[config.mk]
export PLATFORM = sky130hd
export DESIGN_NAME = broadcast_queue
export DESIGN_NICKNAME = d
export VERILOG_FILES = /design/src/rtl/broadcast_queue_pkg.sv /design/src/rtl/broadcast_queue_rr_arbiter.sv /design/src/rtl/broadcast_queue.sv
export SDC_FILE = /design/constraint.sdc
export NUM_CORES = 1
export LEC_CHECK = 0
export ABC_AREA = 1
export CAP_MARGIN = 20
export CORE_MARGIN = 1
export CORE_UTILIZATION = 50
export CTS_BUF_LIST = sky130_fd_sc_hd__clkbuf_8
export CTS_CLUSTER_SIZE = 28
export DETAILED_ROUTE_END_ITERATION = 16
export DONT_BUFFER_PORTS = 1
export PLACE_DENSITY = 0.65
export SYNTH_ARGS = -nofsm -noshare
export SYNTH_HDL_FRONTEND = slang
export SYNTH_HIERARCHICAL = 1
export SYNTH_SLANG_ARGS = --single-unit
[constraint.sdc]
create_clock -name clk -period 7.9 [get_ports clk]
set_clock_uncertainty 0.2 [all_clocks]
set_input_delay 0.79 -clock clk [delete_from_list [all_inputs] [get_ports clk]]
set_output_delay 0.79 -clock clk [all_outputs]
set_load 0.02 [all_outputs]
[src/rtl/broadcast_queue_pkg.sv]
// ============================================================================
// Module      : broadcast_queue_pkg
// Description : Shared defaults for the result-collection stage. DATA_WIDTH
//               and TAG_WIDTH defaults match the execution FUs. Packed FU
//               ports put FU i at bits [i*W +: W].
// Revision    : 1.0 - initial release
// ============================================================================
`default_nettype none

package broadcast_queue_pkg;

  localparam int DEF_NUM_FU     = 4;
  localparam int DEF_DATA_WIDTH = 32;
  localparam int DEF_TAG_WIDTH  = 7;
  localparam int DEF_DEPTH      = 8;

  // Round-robin successor of an FU index
  function automatic int rr_next(input int idx, input int n);
    return (idx + 1) % n;
  endfunction

endpackage

`default_nettype wire

[src/rtl/broadcast_queue_rr_arbiter.sv]
// ============================================================================
// Module      : rr_arbiter
// Description : Round-robin arbiter. One-hot grant to the first requester at
//               or after rr_ptr; the pointer moves past the winner and holds
//               when nothing is granted.
// Revision    : 1.0 - initial release
// ============================================================================
`default_nettype none

module rr_arbiter
  import broadcast_queue_pkg::*;
#(
  parameter int NUM_FU = DEF_NUM_FU
) (
  input  logic              clk,
  input  logic              rst,
  input  logic [NUM_FU-1:0] req_i,
  input  logic              en_i,
  output logic [NUM_FU-1:0] grant_o
);

  localparam int PW = (NUM_FU > 1) ? $clog2(NUM_FU) : 1;

  logic [PW-1:0] rr_ptr_q;
  logic [PW-1:0] rr_ptr_d;
  logic [PW-1:0] idx;
  logic          found;

  // Priority search starting at rr_ptr; first active request wins
  always_comb begin
    grant_o  = '0;
    rr_ptr_d = rr_ptr_q;
    found    = 1'b0;
    idx      = '0;
    for (int k = 0; k < NUM_FU; k++) begin
      idx = PW'((int'(rr_ptr_q) + k) % NUM_FU);
      if (en_i && !found && req_i[idx]) begin
        grant_o[idx] = 1'b1;
        found        = 1'b1;
        rr_ptr_d     = PW'(rr_next(int'(idx), NUM_FU));
      end
    end
  end

  // Pointer register, cleared by asynchronous reset
  always_ff @(posedge clk or negedge rst) begin
    if (!rst) begin
      rr_ptr_q <= '0;
    end else begin
      rr_ptr_q <= rr_ptr_d;
    end
  end

endmodule

`default_nettype wire

[src/rtl/broadcast_queue.sv]
// ============================================================================
// Module      : broadcast_queue
// Description : Captures FU completions into per-FU slots, drains occupied
//               slots round-robin into a circular FIFO and broadcasts the
//               FIFO head on the common data bus.
// Revision    : 1.0 - initial release
// ============================================================================
`default_nettype none

module broadcast_queue
  import broadcast_queue_pkg::*;
#(
  parameter int NUM_FU     = DEF_NUM_FU,
  parameter int DATA_WIDTH = DEF_DATA_WIDTH,
  parameter int TAG_WIDTH  = DEF_TAG_WIDTH,
  parameter int DEPTH      = DEF_DEPTH
) (
  input  logic                         clk,
  input  logic                         rst,
  input  logic [NUM_FU-1:0]            fu_done,
  input  logic [NUM_FU*DATA_WIDTH-1:0] fu_result,
  input  logic [NUM_FU*TAG_WIDTH-1:0]  fu_tag,
  output logic [NUM_FU-1:0]            fu_queued,
  output logic                         cdb_valid,
  output logic [DATA_WIDTH-1:0]        cdb_data,
  output logic [TAG_WIDTH-1:0]         cdb_tag,
  input  logic                         cdb_ready,
  output logic [$clog2(DEPTH):0]       count,
  output logic                         full,
  output logic                         empty
);

  localparam int AW = $clog2(DEPTH);
  localparam int CW = AW + 1;

  // Per-FU holding slots
  logic [NUM_FU-1:0]     slot_valid_q;
  logic [NUM_FU-1:0]     slot_valid_d;
  logic [DATA_WIDTH-1:0] slot_data_q [NUM_FU];
  logic [TAG_WIDTH-1:0]  slot_tag_q  [NUM_FU];

  // FIFO storage and pointers
  logic [DATA_WIDTH-1:0] mem_data_q [DEPTH];
  logic [TAG_WIDTH-1:0]  mem_tag_q  [DEPTH];
  logic [AW-1:0]         wr_ptr_q;
  logic [AW-1:0]         rd_ptr_q;
  logic [CW-1:0]         count_q;
  logic [CW-1:0]         count_d;

  logic [NUM_FU-1:0]     grant;
  logic                  push;
  logic                  pop;
  logic                  push_ok;
  logic [DATA_WIDTH-1:0] push_data;
  logic [TAG_WIDTH-1:0]  push_tag;

  assign full      = (count_q == CW'(DEPTH));
  assign empty     = (count_q == '0);
  assign count     = count_q;
  assign cdb_valid = ~empty;
  assign cdb_data  = mem_data_q[rd_ptr_q];
  assign cdb_tag   = mem_tag_q[rd_ptr_q];
  assign pop       = cdb_valid & cdb_ready;
  // A pop in the same cycle frees the slot a push needs when full
  assign push_ok   = ~full | pop;
  assign push      = |grant;
  // A busy slot can still accept when it is being drained this cycle
  assign fu_queued = fu_done & (~slot_valid_q | grant);

  rr_arbiter #(
    .NUM_FU (NUM_FU)
  ) u_arb (
    .clk     (clk),
    .rst     (rst),
    .req_i   (slot_valid_q),
    .en_i    (push_ok),
    .grant_o (grant)
  );

  // Slot occupancy: capture keeps the slot valid, grant alone clears it
  always_comb begin
    slot_valid_d = slot_valid_q;
    for (int i = 0; i < NUM_FU; i++) begin
      if (fu_queued[i]) begin
        slot_valid_d[i] = 1'b1;
      end else if (grant[i]) begin
        slot_valid_d[i] = 1'b0;
      end
    end
  end

  // Select the granted slot's contents for the FIFO write
  always_comb begin
    push_data = '0;
    push_tag  = '0;
    for (int i = 0; i < NUM_FU; i++) begin
      if (grant[i]) begin
        push_data = slot_data_q[i];
        push_tag  = slot_tag_q[i];
      end
    end
  end

  // Occupancy next state; simultaneous push and pop cancel
  always_comb begin
    count_d = count_q;
    case ({push, pop})
      2'b10:   count_d = count_q + CW'(1);
      2'b01:   count_d = count_q - CW'(1);
      default: count_d = count_q;
    endcase
  end

  // Slot registers
  always_ff @(posedge clk or negedge rst) begin
    if (!rst) begin
      slot_valid_q <= '0;
      for (int i = 0; i < NUM_FU; i++) begin
        slot_data_q[i] <= '0;
        slot_tag_q[i]  <= '0;
      end
    end else begin
      slot_valid_q <= slot_valid_d;
      for (int i = 0; i < NUM_FU; i++) begin
        if (fu_queued[i]) begin
          slot_data_q[i] <= fu_result[i*DATA_WIDTH +: DATA_WIDTH];
          slot_tag_q[i]  <= fu_tag[i*TAG_WIDTH +: TAG_WIDTH];
        end
      end
    end
  end

  // FIFO storage, pointers and occupancy; storage cleared so the bus reads 0
  always_ff @(posedge clk or negedge rst) begin
    if (!rst) begin
      wr_ptr_q <= '0;
      rd_ptr_q <= '0;
      count_q  <= '0;
      for (int j = 0; j < DEPTH; j++) begin
        mem_data_q[j] <= '0;
        mem_tag_q[j]  <= '0;
      end
    end else begin
      if (push) begin
        mem_data_q[wr_ptr_q] <= push_data;
        mem_tag_q[wr_ptr_q]  <= push_tag;
        wr_ptr_q             <= wr_ptr_q + AW'(1);
      end
      if (pop) begin
        rd_ptr_q <= rd_ptr_q + AW'(1);
      end
      count_q <= count_d;
    end
  end

endmodule

`default_nettype wire

==> impl_metrics.toml, run 1 <==
[timing]
hold_ws_ps = -374
finalCriticalPeriod_ps = 6200
tightest_slew_ps = 1250
post-route-period-util_pct = 78.5
maxSlewHeadroom_pct = 16.4
final_max_slew_viol_count = 0
finalHoldViolCount = 484
fmax_mhz = 161
rsz0062_at_grt = "false"
setup_viol = 0
setup-tns-final_ps = 0

[floorplan]
start_util_pct = 50.7
die-area_um2 = 48000
die_h_um = 219
io_pins = 213
rows = 79
die_w_um = 219
core_um2 = 46500

[place]
dpl_cell_area_um2 = 23700
hpwl_mm = 41.3
place.gp.congestion = 0.877
port_buffers = 0

[critical_path]
cp-start-kind = "flip-flop"
critical_path_peak_fanout = 42
max_stage_delay_ps = 840
path_cells = "inv_1 -> nor4_1 -> nand2_1 -> nand3_1 -> o21ai_0 -> a21oi_1 -> o21ai_4 -> buf_4 -> buf_4 -> inv_1 -> nand2_1 -> nand2_1 -> clkinv_2 -> buf_4"
crit_required_ps = 6910
r2r_end = "mem_data_q[85]$_DFFE_PN0P_"
reg2reg_from = "count[3]$_DFFE_PN0P_"
r2r_slack_ps = 2650
arrival_ps = 5210
crit_path_end_kind = "output pin"
slowest_stage = "nor4_1"
worstSetupPathType = "reg -> out"
r2r_cells = 18

[logic_synthesis]
yosysSeqAreaShare_pct = 51.4
syn_avg_cell_area_um2 = 7.36
yosysWarnings = 6
synth_area_um2 = 23500
synthCells = 3199
ys_ff_latch = 484
syn-num-nets = 3372
synth_top_area_share_pct = 51.4
synth_cell_type_count = 32
synth.largest_area_cell = "dfrtp_1"
ys_top_cells_by_area = "dfrtp_1, nand2_1, nand3_1"

[detailed_routing]
wl_per_cell_um = 19.1
drt-pass1-iter-count = 5
dr_total_vias = 21300
drt_iter0_markers = 2334
viasPerCell = 5.55
drc = 0
final_antenna_net_count = 0
wl_mm = 73.3

[clock_network]
holdBufCountCts = 35
cts_max_level = 3
cts_buffer_depth = 3
cts_buffers = 86
ctsResizeCount = 0
cts_tree = "yes"
insertion_delay_ps = 670
cts.sink_count = 484
root_buffer = "clkbuf_8"
post-cts-setup-buffers = 0
clkSlewWorstSetupHoldPaths_ps = 60

[run_status]
failed_checks = "hold timing"
status = "finished, violations left"

[finish]
drive_gt1_share_pct = 5.99
final_nets = 3336
stdcell_area_um2 = 25700
area_delta_synth_final_pct = 8.98

[flow_run]
drv_cap = 0

[min_path]
hp-class = "in -> async"

[global_route]
grt_max_degree = 485
grt_antenna_before_repair = 2
grt-ovfl-total = 0
grt_first_pass_wirelength_mm = 116
gr-usage-all-layers_pct = 31.4
grt_pass1_vias = 20800
routing by layer:
metal  vias to the layer above  track usage [%]  wire length, um
li1                       9993                -                -
met4                         0             12.3             2170
met3                       150             5.81             6450
met5                         -                0                0
met2                       884             50.6            34000
met1                     10200             42.1            30600
placed cells by master, fill, tap and decap left out, types with 4 or more instances in the layout:
| cell type | n |
|---|---|
| a21oi_1 | 43 |
| inv_1 | 97 |
| nand3_1 | 362 |
| ha_1 | 9 |
| xor2_1 | 5 |
| clkinv_2 | 10 |
| o21ai_0 | 203 |
| clkbuf_8 | 104 |
| nor2_4 | 6 |
| dlygate4sd3_1 | 35 |
| nand2_4 | 4 |
| nand2_1 | 1459 |
| buf_4 | 27 |
| inv_2 | 13 |
| nand3_2 | 7 |
| nor2_1 | 325 |
| nand2_2 | 5 |
| clkinvlp_4 | 4 |
| dfrtp_1 | 481 |
logic make-up after synthesis:
group	count (synthesis)	share of synthesized area, %
compound gates	253	5.42
xor+xnor	7	0.260
fa+ha+maj	10	0.563
buf+inv	271	5.02
flops	484	51.4
simple gates	2174	37.3
worst max-delay path, delay by kind of cell (launching register included):
kind | cells | cell delay [ps]
AOI/OAI and AO/OA | 3 | 430
buffers and inverters | 6 | 1780
DFF | 1 | 550
and+or+nand+nor | 5 | 1770
per-stage QoR:
stage | std cells | utilization, % | setup WS (ps) | hold slack (ps)
after global placement | 3647 | 51.0 | 2430 | 257
after global routing | 3829 | 55.2 | 1330 | -391
after CTS | 3827 | 55.2 | 1680 | -397
after detailed placement | 3647 | 51.0 | 2400 | 261
after floorplan | 3199 | - | 3890 | 244
final | 3829 | 55.2 | 1700 | -374
sequential cells by signal, indices dropped and copies added, names as in the netlist:
signal / flops
mem_data_q: 256
slot_data_q: 128
mem_tag_q: 56
slot_tag_q: 28
count: 4
slot_valid_q: 4
rd_ptr_q: 3
wr_ptr_q: 3
u_arb/rr_ptr_q: 2
final cells by class:
type	count	area [um2]
diodes	2	5.00
clock buffers	104	1430
clock inverters	41	178
fillers	4523	20800
inverters	85	328
multi-input cells	2444	10300
flip-flops and latches	484	12100
well taps	607	759
repair buffers	62	553
cell usage after synthesis, drive strengths merged:
cell / count
o21ai: 208
nor4: 1
a21boi: 1
nand2: 1468
nand4: 2
inv: 83
fa: 1
xor2: 5
xnor2: 2
clkbuf: 85
clkinv: 2
a21oi: 43
buf: 101
dfrtp: 484
nand3: 370
nor2: 333
o211ai: 1
ha: 9
how the worst max path moves through the flow:
stage                              start           end  cells after the start
finish              count[3]$_DFFE_PN0P_  fu_queued[3]                     14
global route        count[3]$_DFFE_PN0P_  fu_queued[3]                     14
CTS                 count[3]$_DFFE_PN0P_  fu_queued[3]                     16
detailed placement  count[3]$_DFFE_PN0P_  fu_queued[3]                     16
global placement    count[3]$_DFFE_PN0P_  fu_queued[3]                     14
floorplan           count[3]$_DFFE_PN0P_  fu_queued[1]                     13
Power of run 1 is left out: the tool's default activity adds up to more than one toggle a clock period on the data nets, which glitch-free logic cannot reach.
==> run 2, diff against run 1 <==
--- a/config.mk
+++ b/config.mk
@@ -13,7 +13,7 @@
 export CTS_CLUSTER_SIZE = 28
 export DETAILED_ROUTE_END_ITERATION = 16
 export DONT_BUFFER_PORTS = 1
-export PLACE_DENSITY = 0.65
+export PLACE_DENSITY = 0.68
 export SYNTH_ARGS = -nofsm -noshare
 export SYNTH_HDL_FRONTEND = slang
 export SYNTH_HIERARCHICAL = 1
==> constraint.sdc (replaced) <==
create_clock -name clk -period 5 [get_ports clk]
set_clock_uncertainty 0.2 [all_clocks]
set_input_delay 0.5 -clock clk [delete_from_list [all_inputs] [get_ports clk]]
set_output_delay 0.5 -clock clk [all_outputs]
set_load 0.02 [all_outputs]
==> impl_metrics.toml, run 2 (synthesis gave the netlist of run 1 again) <==
[run_status]
status = "finished, violations left"
failed_checks = "hold timing, slew limit"

[timing]
tightest_slew_ps = 2240
finalHoldViolCount = 484
hold_ws_ps = -650
fmax_mhz = 222
maxSlewHeadroom_pct = -49.4
rsz0062_at_grt = "false"
setup_viol = 0
final_max_slew_viol_count = 338
post-route-period-util_pct = 90.0
setup-tns-final_ps = 0
finalCriticalPeriod_ps = 4500

[detailed_routing]
drt_iter0_markers = 2171
wl_mm = 73.4
drc = 0
final_antenna_net_count = 0
wl_per_cell_um = 18.6
dr_total_vias = 21800
drt-pass1-iter-count = 6
viasPerCell = 5.51

[critical_path]
arrival_ps = 3800
crit_buf_inv = 4
r2r_end = "slot_data_q[96]$_DFFE_PN0P_"
critical_path_peak_fanout = 17
max_stage_delay_ps = 550
r2r_cells = 18
path_cells = "inv_1 -> nand3_1 -> nand2_1 -> nand2_1 -> nand3_4 -> clkinv_2 -> nand2_4 -> o21ai_4 -> inv_1 -> nand2_1 -> nand2_1 -> inv_1"
worstSetupPathType = "reg -> out"
r2r_slack_ps = 990
cp_common_cell = "nand2_1"
cp-start-kind = "flip-flop"
crit_family = "simple AND/OR/NAND/NOR gates"
reg2reg_from = "count[3]$_DFFE_PN0P_"
crit_path_end_kind = "output pin"
slowest_stage = "dfrtp_1"
crit_required_ps = 4300

[clock_network]
cts.sink_count = 484
clkSlewWorstSetupHoldPaths_ps = 60
cts_max_level = 3
root_buffer = "clkbuf_8"
cts_tree = "yes"
cts_buffer_depth = 3
holdBufCountCts = 158
insertion_delay_ps = 650
ctsResizeCount = 0
cts_buffers = 82

[finish]
top_regs = "mem_data_q (256), slot_data_q (128), mem_tag_q (56)"
largest_reg_flops = 256
final_cell_mix = "nand2_1, dfrtp_1, nand3_1, nor2_1, o21ai_0"
regArea_um2 = 12100
final_common_cell = "nand2_1"
drive_gt1_share_pct = 5.85
fill_cells = 4254
multi_input_area_um2 = 10300
area_delta_synth_final_pct = 14.5
final_nets = 3461
top_register = "mem_data_q"

[floorplan]
die_w_um = 219
die-area_um2 = 48000
core_um2 = 46500
rows = 79
die_h_um = 219
start_util_pct = 50.7
io_pins = 213

[global_route]
grt_max_degree = 485
grt_first_pass_wirelength_mm = 117
grt_pass1_vias = 21500
grt_antenna_before_repair = 1
gr-usage-all-layers_pct = 31.2
grt-ovfl-total = 0

[place]
place.gp.congestion = 0.816
hpwl_mm = 41.2
port_buffers = 0

[min_path]
hp-class = "in -> async"

[flow_run]
drv_cap = 0
run 2: cell types whose count changed in the layout (fill, tap and decap cells not counted), sizes merged:
cell	delta
dlygate4sd3	+123
buf	+6
clkinv	-3
inv	+3
clkinvlp	-2
clkbuf	+1
diode	-1
run 2: per-layer routing:
metal / part of all wire [%] / GRT usage (%) / vias to the layer above
li1: - / - / 10200
met1: 42 / 42.0 / 10400
met2: 46 / 49.9 / 1007
met3: 9.0 / 5.96 / 143
met4: 2.9 / 12.0 / 0
met5: 0 / 0 / -
run 2: worst max path at each step:
stage                         startpoint                    to  slack (ps)  cells after the start
detailed placement  count[0]$_DFFE_PN0P_  count[2]$_DFFE_PN0P_        1050                     16
floorplan           count[3]$_DFFE_PN0P_  count[2]$_DFFE_PN0P_        1000                     15
global route        count[3]$_DFFE_PN0P_          fu_queued[2]          60                     14
finish              count[3]$_DFFE_PN0P_          fu_queued[2]         500                     12
global placement    count[0]$_DFFE_PN0P_  count[3]$_DFFE_PN0P_        1130                     20
CTS                 count[3]$_DFFE_PN0P_          fu_queued[2]         470                     14
run 2: layout make-up:
type	instances	share of cell area, %
Sequential cell	484	45.0
Clock inverter	39	0.590
Inverter	85	1.21
Tap cell	607	2.82
Multi-Input combinational cell	2444	38.2
Timing Repair Buffer	191	6.83
Antenna cell	1	0.00929
Clock buffer	105	5.36
run 2: repair_timing:
action,CTS,global route
buffers inserted,0,0
endpoints found under the hold margin,644,484
setup endpoints to repair,0,0
run 2: stage by stage:
stage	area (um2)	worst slack, ps	instances	util (%)	hold WS (ps)
2_1_floorplan	23500	998	3199	-	4.41
3_3_place_gp	23800	1130	3653	51.1	26.7
3_5_place_dp	23800	1050	3653	51.1	27.0
4_1_cts	26900	468	3955	58.0	-668
5_1_grt	26900	60.6	3956	58.0	-666
6_report	26900	500	3956	58.0	-650
Power of run 2 is left out for the same reason.
==> run 3, diff against run 2 <==
--- a/config.mk
+++ b/config.mk
@@ -14,6 +14,7 @@
 export DETAILED_ROUTE_END_ITERATION = 16
 export DONT_BUFFER_PORTS = 1
 export PLACE_DENSITY = 0.68
+export SLEW_MARGIN = 20
 export SYNTH_ARGS = -nofsm -noshare
 export SYNTH_HDL_FRONTEND = slang
 export SYNTH_HIERARCHICAL = 1
==> results of run 3 <==
Final layout, timing and power as in run 2 (identical DEF).
Power of run 3 is left out for the same reason.
